[config.mk]
export PLATFORM = sky130hd
export DESIGN_NAME = core_ctrl_flat
export DESIGN_NICKNAME = d
export VERILOG_FILES = /design/src/rtl/core_ctrl_if.sv /design/src/rtl/core_ctrl.sv /design/src/flat_wrapper.sv
export SDC_FILE = /design/constraint.sdc
export NUM_CORES = 1
export LEC_CHECK = 0
export ABC_AREA = 1
export CAP_MARGIN = 20
export CORE_MARGIN = 2
export CORE_UTILIZATION = 30
export DETAILED_ROUTE_END_ITERATION = 12
export DONT_BUFFER_PORTS = 1
export PLACE_DENSITY = 0.46
export SYNTH_ARGS = -nofsm -noshare
export SYNTH_HDL_FRONTEND = slang
export SYNTH_SLANG_ARGS = --single-unit
[constraint.sdc]
create_clock -name clk -period 9.3 [get_ports clk]
set_input_delay 2.79 -clock clk [delete_from_list [all_inputs] [get_ports clk]]
set_output_delay 2.79 -clock clk [all_outputs]
set_load 0.05 [all_outputs]
[src/rtl/core_ctrl_if.sv]
// core_ctrl_if: control/status bundle between the core controller and its
// surroundings.
//   start        run request into the controller
//   ofifo_valid  OFIFO has readable data
//   inst[33:0]   registered core instruction word
//   busy         controller is not idle
//   done         one-cycle pulse at the end of a run
//   kij[3:0]     current kernel index
// The master modport is the controller side; the slave modport is the side
// that drives start/ofifo_valid and consumes the instruction stream.
interface core_ctrl_if;
  logic        start;
  logic        ofifo_valid;
  logic [33:0] inst;
  logic        busy;
  logic        done;
  logic [3:0]  kij;

  modport master (
    input  start,
    input  ofifo_valid,
    output inst,
    output busy,
    output done,
    output kij
  );

  modport slave (
    output start,
    output ofifo_valid,
    input  inst,
    input  busy,
    input  done,
    input  kij
  );
endinterface

[src/rtl/core_ctrl.sv]
// core_ctrl: sequences one convolution run over len_kij kernel positions.
// Per kernel position: load col kernel words from XMEM into L0, push them into
// the PE array, wait gap cycles, load len_nij activations into L0, execute,
// flush the array into the OFIFO, then drain len_nij results into PMEM.
// Ports:
//   clk          rising-edge clock
//   reset        synchronous, active-high
//   bus.start    run request, sampled only while idle
//   bus.ofifo_valid  OFIFO has data; starts the drain burst
//   bus.inst     registered 34-bit instruction word
//   bus.busy     high whenever the controller is not idle
//   bus.done     one-cycle pulse after the last kernel position
//   bus.kij      current kernel index
module core_ctrl #(
  parameter int unsigned col     = 8,
  parameter int unsigned row     = 8,
  parameter int unsigned len_nij = 36,
  parameter int unsigned len_kij = 9,
  parameter int unsigned gap     = 10,
  parameter logic [10:0] w_base  = 11'h400
) (
  input  logic              clk,
  input  logic              reset,
  core_ctrl_if.master       bus
);

  localparam int unsigned CNT_W  = 16;
  localparam int unsigned KIJ_W  = 4;
  localparam int unsigned ADDR_W = 11;
  localparam int unsigned INST_W = 34;

  // Instruction word bit positions
  localparam int unsigned B_CEN_P  = 32;
  localparam int unsigned B_WEN_P  = 31;
  localparam int unsigned B_A_P    = 20;
  localparam int unsigned B_CEN_X  = 19;
  localparam int unsigned B_A_X    = 7;
  localparam int unsigned B_OF_RD  = 6;
  localparam int unsigned B_L0_RD  = 3;
  localparam int unsigned B_L0_WR  = 2;
  localparam int unsigned B_EXEC   = 1;
  localparam int unsigned B_LOAD   = 0;

  // Both memories disabled and write-protected, everything else quiet
  localparam logic [INST_W-1:0] IDLE_WORD = 34'h1_800C_0000;

  typedef enum logic [3:0] {
    S_IDLE, S_WLD, S_WLOAD, S_GAP, S_XLD, S_EXEC, S_FLUSH, S_DRAIN, S_NEXT
  } state_t;

  state_t              state_q, state_d;
  logic [CNT_W-1:0]    cnt_q, cnt_d;
  logic [KIJ_W-1:0]    kij_q, kij_d;
  logic                rd_q, rd_d;      // current DRAIN cycle is a read cycle
  logic [INST_W-1:0]   inst_q, inst_d;
  logic                busy_q, busy_d;
  logic                done_q, done_d;
  logic [CNT_W-1:0]    len_c;
  logic                last_c;
  logic [ADDR_W-1:0]   w_addr_c;
  logic [ADDR_W-1:0]   p_addr_c;

  // State and output registers
  always_ff @(posedge clk) begin
    if (reset) begin
      state_q <= S_IDLE;
      cnt_q   <= '0;
      kij_q   <= '0;
      rd_q    <= 1'b0;
      inst_q  <= IDLE_WORD;
      busy_q  <= 1'b0;
      done_q  <= 1'b0;
    end else begin
      state_q <= state_d;
      cnt_q   <= cnt_d;
      kij_q   <= kij_d;
      rd_q    <= rd_d;
      inst_q  <= inst_d;
      busy_q  <= busy_d;
      done_q  <= done_d;
    end
  end

  // Dwell length of the current state
  always_comb begin
    len_c = CNT_W'(1);
    case (state_q)
      S_WLD:   len_c = CNT_W'(col);
      S_WLOAD: len_c = CNT_W'(2 * col - 1);
      S_GAP:   len_c = CNT_W'(gap);
      S_XLD:   len_c = CNT_W'(len_nij);
      S_EXEC:  len_c = CNT_W'(len_nij);
      S_FLUSH: len_c = CNT_W'(row + col);
      S_DRAIN: len_c = CNT_W'(len_nij);
      default: len_c = CNT_W'(1);
    endcase
  end

  assign last_c = (cnt_q == len_c - CNT_W'(1));

  // Next-state logic
  always_comb begin
    state_d = state_q;
    cnt_d   = cnt_q + CNT_W'(1);
    kij_d   = kij_q;
    rd_d    = 1'b0;
    case (state_q)
      S_IDLE: begin
        cnt_d = '0;
        if (bus.start) begin
          state_d = S_WLD;
          kij_d   = '0;
        end
      end
      S_WLD:   if (last_c) begin state_d = S_WLOAD; cnt_d = '0; end
      S_WLOAD: if (last_c) begin state_d = S_GAP;   cnt_d = '0; end
      S_GAP:   if (last_c) begin state_d = S_XLD;   cnt_d = '0; end
      S_XLD:   if (last_c) begin state_d = S_EXEC;  cnt_d = '0; end
      S_EXEC:  if (last_c) begin state_d = S_FLUSH; cnt_d = '0; end
      S_FLUSH: begin
        if (last_c) begin
          state_d = S_DRAIN;
          cnt_d   = '0;
          rd_d    = bus.ofifo_valid;
        end
      end
      S_DRAIN: begin
        // Once the burst has begun it runs to completion regardless of valid
        if (rd_q) begin
          if (last_c) begin
            state_d = S_NEXT;
            cnt_d   = '0;
          end else begin
            rd_d = 1'b1;
          end
        end else begin
          cnt_d = cnt_q;
          rd_d  = bus.ofifo_valid;
        end
      end
      S_NEXT: begin
        cnt_d = '0;
        if (kij_q == KIJ_W'(len_kij - 1)) begin
          state_d = S_IDLE;
        end else begin
          state_d = S_WLD;
          kij_d   = kij_q + KIJ_W'(1);
        end
      end
      default: begin
        state_d = S_IDLE;
        cnt_d   = '0;
      end
    endcase
  end

  assign w_addr_c = ADDR_W'(32'(w_base) + 32'(kij_d) * col + 32'(cnt_d));
  assign p_addr_c = ADDR_W'(32'(kij_d) * len_nij + 32'(cnt_d));

  // Output decode of the upcoming cycle, registered at the same edge
  always_comb begin
    inst_d = IDLE_WORD;
    busy_d = (state_d != S_IDLE);
    done_d = (state_q == S_NEXT) && (state_d == S_IDLE);
    case (state_d)
      S_WLD: begin
        inst_d[B_CEN_X]            = 1'b0;
        inst_d[B_A_X +: ADDR_W]    = w_addr_c;
        inst_d[B_L0_WR]            = 1'b1;
      end
      S_WLOAD: begin
        inst_d[B_L0_RD] = 1'b1;
        inst_d[B_LOAD]  = 1'b1;
      end
      S_XLD: begin
        inst_d[B_CEN_X]            = 1'b0;
        inst_d[B_A_X +: ADDR_W]    = ADDR_W'(cnt_d);
        inst_d[B_L0_WR]            = 1'b1;
      end
      S_EXEC: begin
        inst_d[B_L0_RD] = 1'b1;
        inst_d[B_EXEC]  = 1'b1;
      end
      S_DRAIN: begin
        if (rd_d) begin
          inst_d[B_OF_RD]         = 1'b1;
          inst_d[B_CEN_P]         = 1'b0;
          inst_d[B_WEN_P]         = 1'b0;
          inst_d[B_A_P +: ADDR_W] = p_addr_c;
        end
      end
      default: inst_d = IDLE_WORD;
    endcase
  end

  assign bus.inst = inst_q;
  assign bus.busy = busy_q;
  assign bus.done = done_q;
  assign bus.kij  = kij_q;

endmodule

[src/flat_wrapper.sv]
// flat-port wrapper written by rule: the top's interface ports become plain ports
module core_ctrl_flat 
#(
  parameter int unsigned col     = 8,
  parameter int unsigned row     = 8,
  parameter int unsigned len_nij = 36,
  parameter int unsigned len_kij = 9,
  parameter int unsigned gap     = 10,
  parameter logic [10:0] w_base  = 11'h400
)
  (clk, reset, bus_start, bus_ofifo_valid, bus_inst, bus_busy, bus_done, bus_kij);
  core_ctrl_if bus_i ();
  input  logic clk;
  input  logic reset;
  input wire logic [$bits(bus_i.start)-1:0] bus_start;
  input wire logic [$bits(bus_i.ofifo_valid)-1:0] bus_ofifo_valid;
  output wire logic [$bits(bus_i.inst)-1:0] bus_inst;
  output wire logic [$bits(bus_i.busy)-1:0] bus_busy;
  output wire logic [$bits(bus_i.done)-1:0] bus_done;
  output wire logic [$bits(bus_i.kij)-1:0] bus_kij;
  assign bus_i.start = bus_start;
  assign bus_i.ofifo_valid = bus_ofifo_valid;
  assign bus_inst = bus_i.inst;
  assign bus_busy = bus_i.busy;
  assign bus_done = bus_i.done;
  assign bus_kij = bus_i.kij;
  core_ctrl #(.col(col), .row(row), .len_nij(len_nij), .len_kij(len_kij), .gap(gap), .w_base(w_base)) u_core (.clk(clk), .reset(reset), .bus(bus_i));
endmodule
==> results of run 1 <==
-- worst max path at each step --
stage	depth (start not counted)	endpoint	slack [ns]	startpoint
finish	17	u_core.bus.inst[30]	4.10	bus_start
global route	17	u_core.bus.inst[30]	3.74	bus_start
CTS	17	u_core.bus.inst[30]	4.11	bus_start
detailed placement	17	u_core.bus.inst[30]	3.81	bus_start
global placement	15	u_core.bus.inst[30]	3.90	bus_start
floorplan	17	u_core.bus.inst[30]	4.25	bus_start
-- final cells by class --
cell class	instances	area, sq um	share of cell area [%]
clock buffer	5	68.82	1.952
clock inverter	3	22.52	0.6388
inverter	66	247.7	7.026
multi-input combinational	340	1891	53.62
sequential	56	1121	31.80
tap	140	175.2	4.968
-- power by group through the flow --
stage,combinational (mW),clock [mW],sequential [mW]
global placement,0.225,0,0.303
floorplan,0.181,0,0.300
finish,0.225,0.143,0.297
CTS,0.227,0.153,0.297
global route,0.252,0.159,0.299
detailed placement,0.226,0,0.302
-- cell families (layout without fill, tap and decap cells) --
| kind of cell | Yosys count | after routing |
|---|---|---|
| simple gates | 254 | 254 |
| buf+inv | 75 | 74 |
| flops | 56 | 56 |
| compound gates | 47 | 47 |
| fa+ha+maj | 21 | 21 |
| xor+xnor | 14 | 14 |
| other cells | 2 | 4 |
-- flip-flops by register name (all words and copies together) (netlist names) --
register	cells
u_core.state_q	4
u_core.bus.busy	1
u_core.bus.kij	4
u_core.bus.done	1
u_core.bus.inst	29
u_core.rd_q	1
u_core.cnt_q	16
-- placed cells by master (no fill, tap or decap), drive strengths merged --
cell,instances
nand2,121
nor2,73
inv,66
dfxtp,56
nand3,39
a21oi,22
ha,19
o21ai,15
nand4,7
xnor2,7
xor2,7
nor3,6
clkbuf,5
o22ai,4
conb,4
or2,3
nor3b,3
clkinv,3
nand3b,2
o21bai,2
fa,2
o211ai,1
o31ai,1
a31oi,1
a21boi,1
-- layer usage --
metal / vias to the layer above / global-route usage (%) / share of wire (%)
met4: 0 / 3.663 / 0.89
met3: 8 / 2.929 / 5.7
met2: 81 / 21.07 / 42
met5: - / 0 / 0
met1: 1264 / 21.35 / 51
li1: 1477 / - / -
-- through the flow --
stage,setup slack [ns],util [%],hold slack [ns],cell area [sq um],instances
3_3_place_gp,3.895,31.82,0.5676,3435,602
3_5_place_dp,3.807,31.82,0.5669,3435,602
2_1_floorplan,4.247,-,0.5230,3313,471
5_1_grt,3.744,32.67,0.6219,3526,610
6_report,4.097,32.67,0.5988,3526,610
4_1_cts,4.108,32.67,0.5927,3526,610
-- worst register-to-register path, stage by stage (launching register included) --
cell	delay, ns
dfxtp_1	0.49
inv_2	0.14
nand2_1	0.15
nand2_1	0.09
ha_1	0.27
inv_1	0.10
nand2_1	0.06
nand2_1	0.10
nand3_1	0.08
nand2_1	0.09
nand3_2	0.09
nor2_4	0.16
nand2_4	0.13
nand2_1	0.20
inv_1	0.11
nand3_1	0.12
nand2_1	0.14
ha_1	0.38
a21oi_1	0.14
nand2_1	0.08
nand2_1	0.07
nand2_1	0.05
a21oi_1	0.17
nor2_1	0.07
nor2_1	0.10
o21bai_1	0.08
or2_2	0.27
a21oi_1	0.11
==> flow_summary.json, run 1 <==
{
  "max-cap-violations": 0,
  "critPathKind": "input port to register",
  "cts.sinks": 56,
  "postCtsHoldBufs": 0,
  "synthTopCellsByArea": "dfxtp_1, nand2_1, ha_1, nor2_1, inv_1",
  "p_sw_uw": 293.5,
  "cts_tree": "built",
  "finalSetupViolCount": 0,
  "sw_frac_of_total_pct": 44.13,
  "final-hold-violation-count": 0,
  "cts-root-buf": "clkbuf_8",
  "insertion_delay_ns": 0.33,
  "path_cells": "o21ai_0 -> inv_1 -> o21ai_0 -> ha_1 -> ha_1 -> nand3_1 -> nand3_1 -> nand2_1 -> nand2_1 -> a21oi_1 -> nor2_1 -> nor2_1 -> nor2_1 -> nor2_1 -> xnor2_1 -> nand2_1 -> inv_1",
  "grtUsageTotal_pct": 14.40,
  "fmax_ghz": 0.1922,
  "antenna_found_initial": 0,
  "floorplan.die_area_sq_um": 11870,
  "postSynthCellCount": 469,
  "final.period_utilization_pct": 55.94,
  "clk_path_buf_depth": 2,
  "grt_pass1_wl_mm": 13.21,
  "gp_congestion": 0.8484,
  "cts.clk_slew.worst_paths_ns": 0.11,
  "worst-path-buf-inv": 2,
  "synth_top_family_by_area": "simple AND/OR/NAND/NOR gates",
  "dp_hpwl_mm": 6.313,
  "diodes": 0,
  "rsz0062_at_grt": "false",
  "synthMuxAreaShare_pct": 0,
  "vias": 2830,
  "ant_nets": 0,
  "crit_family": "compound AO/OA/AOI/OAI gates",
  "synth_ff_type": "dfxtp_1",
  "end_kind": "register",
  "fin_setup_tns_ns": 0,
  "worstMarginPinSlew_ns": 0.9438,
  "path_common_cell": "nor2_1",
  "reg2reg_setup_slack_ns": 5.16,
  "ys_ff_latch": 56,
  "power_frac_clock_pct": 21.6,
  "fin_crit_ns": 5.203,
  "wl_per_cell_um": 13.24,
  "synth-simple-area-share_pct": 36.37,
  "p_comb_share_pct": 33.8,
  "cts_resized": 0,
  "r2r_end": "u_core.bus.inst[29]",
  "synth_fa_ha_area_share_pct": 8.403,
  "p_int_uw": 371.6,
  "yosysTopAreaCell": "dfxtp_1",
  "yosysSeqAreaShare_pct": 33.91,
  "p_leak_nw": 1.683,
  "report.final.slew_viol_count": 0,
  "finalPower_uw": 665.1,
  "path_max_fanout": 4,
  "post_cts_buffers": 0,
  "area_growth_pct": 6.662,
  "htree_levels": 2,
  "drive_above_1_share_pct": 10.64,
  "p_per_area_nw_per_um2": 188.6,
  "yosysWarnings": 0,
  "die_w_um": 109.0,
  "numCtsBuffers": 5,
  "grt_pass1_vias": 2671,
  "synth_edf_count": 0,
  "grt_max_degree": 19,
  "overflow": 0,
  "initial_core_util_pct": 30.63,
  "synth_area_sq_um": 3306,
  "slowest_delay_ns": 0.57,
  "yosysMostFrequentCell": "nand2_1",
  "ios": 44,
  "wl_mm": 8.077,
  "hold_path.class": "register to register",
  "synth_common_cells": "nand2_1, nor2_1, dfxtp_1, inv_1, nand3_1",
  "max_slew_margin_pct": 36.99,
  "viasPerCell": 4.639,
  "worstReg2RegStart": "u_core.state_q[3]",
  "crit_arrival_ns": 5.48,
  "status": "complete, no violations",
  "cp_data_required_time_ns": 9.58,
  "drtIter0Drc": 197,
  "ir_worst_vdd_mv": 0.09193,
  "synth.top_cell.area_share_pct": 33.91,
  "crit_slowest_cell": "o21ai_0",
  "nFillCells": 1160,
  "hp-start": "u_core.cnt_q[11]",
  "drc": 0,
  "whs_endpoint": "u_core.cnt_q[11]",
  "hold_depth": 2,
  "finalNetCount": 494,
  "portBuffers": 0,
  "skew_ns": 0.01346,
  "reg2regPathDepth": 27,
  "seqPwrFrac_pct": 44.7,
  "drtPass1Iterations": 4,
  "coreArea_sq_um": 10790,
  "startpoint_type": "input port",
  "die_h_um": 109.0,
  "synth-compound-area-share_pct": 8.024,
  "synthArstFlopShare_pct": 0,
  "synth-xor-area-share_pct": 3.936,
  "synth_cell_types": 39,
  "rows": 38,
  "syn_area_per_cell_sq_um": 7.048
}
No activity file was read; power rests on OpenSTA's default activity.
==> run 2, diff against run 1 <==
- clock period: 9.3 -> 5 ns (I/O delays scaled with it)
==> run 2 against run 1 <==
  * Power grew 89%
  * Clock power grew 99%
  * Final cell count grew 0.16%
  * Non-clock buffer count grew 1
  * Critical path depth grew 13
  * Register-to-register slack lost 4.3 ns
  * Sequential share of layout area shrank 0.15 points
  * Combinational power grew 87%
  * Sequential power grew 86%
  * Cell area grew 0.46%
  * First-iteration DRC count shrank 27%
  * Die area is the same
==> flow_summary.json, run 2 (synthesis gave the netlist of run 1 again) <==
{
  "initial_core_util_pct": 30.63,
  "reg2regPathDepth": 30,
  "ios": 44,
  "overflow": 0,
  "multiInputGateArea_sq_um": 1891,
  "startpoint_type": "register",
  "numCtsBuffers": 5,
  "ant_nets": 0,
  "portBuffers": 0,
  "cts-root-buf": "clkbuf_8",
  "path_common_cell": "nand2_1",
  "diodes": 0,
  "reg2reg_setup_slack_ns": 0.87,
  "worstMarginPinSlew_ns": 0.9380,
  "largest_reg_flops": 29,
  "drc": 0,
  "dp_hpwl_mm": 6.360,
  "crit_arrival_ns": 4.40,
  "end_kind": "register",
  "wl_mm": 8.089,
  "max_slew_margin_pct": 37.38,
  "htree_levels": 2,
  "path_max_fanout": 10,
  "drtIter0Drc": 143,
  "final.period_utilization_pct": 82.60,
  "p_leak_nw": 1.692,
  "antenna_found_initial": 0,
  "finalNetCount": 495,
  "drive_above_1_share_pct": 10.83,
  "wl_per_cell_um": 13.24,
  "die_w_um": 109.0,
  "postCtsHoldBufs": 0,
  "rsz0062_at_grt": "false",
  "final-hold-violation-count": 0,
  "insertion_delay_ns": 0.32,
  "grtUsageTotal_pct": 14.46,
  "vias": 2780,
  "ir_worst_vdd_mv": 0.1766,
  "grt_pass1_vias": 2680,
  "coreArea_sq_um": 10790,
  "cts_resized": 0,
  "viasPerCell": 4.550,
  "placed_area_sq_um": 3442,
  "nFillCells": 1190,
  "cts.sinks": 56,
  "finalSetupViolCount": 0,
  "critPathKind": "register to register",
  "fmax_ghz": 0.2421,
  "rows": 38,
  "cts_tree": "built",
  "fin_area_sq_um": 3542,
  "cp_data_required_time_ns": 5.27,
  "crit_slowest_cell": "dfxtp_1",
  "cts.clk_slew.worst_paths_ns": 0.11,
  "clk_path_buf_depth": 2,
  "skew_ns": 0.01015,
  "slowest_delay_ns": 0.51,
  "post_cts_buffers": 0,
  "grt_max_degree": 19,
  "gp_congestion": 0.8486,
  "regArea_sq_um": 1121,
  "area_growth_pct": 7.154,
  "drtPass1Iterations": 4,
  "hold_path.class": "register to register",
  "grt_pass1_wl_mm": 13.41,
  "fin_setup_tns_ns": 0,
  "fin_crit_ns": 4.130,
  "status": "complete, no violations",
  "p_per_area_nw_per_um2": 355.0,
  "final_common_cell": "nand2_1",
  "max-cap-violations": 0,
  "hold_depth": 2,
  "layout_common_cells": "nand2_1, nor2_1, inv_1, dfxtp_1, nand3_1",
  "die_h_um": 109.0,
  "report.final.slew_viol_count": 0,
  "floorplan.die_area_sq_um": 11870
}
-- run 2: stage by stage --
step	std cells	hold slack [ns]	util, %	total power [mW]	setup WS (ns)
finish	611	0.5887	32.82	1.257	0.8700
global route	611	0.6321	32.82	1.344	0.3796
CTS	611	0.5852	32.82	1.273	0.8453
detailed placement	603	0.5693	31.89	0.9836	0.8265
global placement	603	0.5675	31.89	0.9823	0.8444
floorplan	471	0.5230	-	0.8937	1.237
-- run 2: path summary, 6_finish.rpt --
path / from / endpoint
worst max register to register: u_core.state_q[3] / u_core.bus.inst[30]
worst min-delay path: u_core.cnt_q[4] / u_core.cnt_q[4]
worst min register to register: u_core.cnt_q[4] / u_core.cnt_q[4]
worst max-delay path: u_core.state_q[3] / u_core.bus.inst[30]
-- run 2: per-layer routing --
| metal | vias to the layer above | track usage (%) | part of all wire (%) |
|---|---|---|---|
| met3 | 4 | 2.809 | 4.0 |
| met1 | 1247 | 21.93 | 54 |
| li1 | 1477 | - | - |
| met2 | 52 | 20.76 | 42 |
| met4 | 0 | 3.480 | 0.56 |
| met5 | - | 0 | 0 |
-- run 2: power by group --
| group | total, mW | switching, mW | leakage, nW | internal (mW) |
|---|---|---|---|---|
| clock network | 0.284 | 0.167 | 0.0522 | 0.117 |
| registers | 0.553 | 0.0810 | 0.452 | 0.472 |
| logic | 0.420 | 0.302 | 1.19 | 0.118 |
-- run 2: critical path: cells and delay by family, from the launching register on --
family                   cells  cell delay (ns)
adder cells (fa/ha/maj)      3             0.91
buffers and inverters        4             0.37
AO/OA/AOI/OAI                2             0.27
AND/OR/NAND/NOR             20             1.87
XOR/XNOR                     1             0.13
flip-flops                   1             0.51
-- run 2: cell type report --
class / count / share of cell area [%]
multi-input cells: 340 / 53.37
clock buffers: 6 / 2.331
well taps: 140 / 4.945
clock inverters: 2 / 0.4945
inverters: 66 / 6.994
repair buffers: 1 / 0.2119
flip-flops and latches: 56 / 31.65
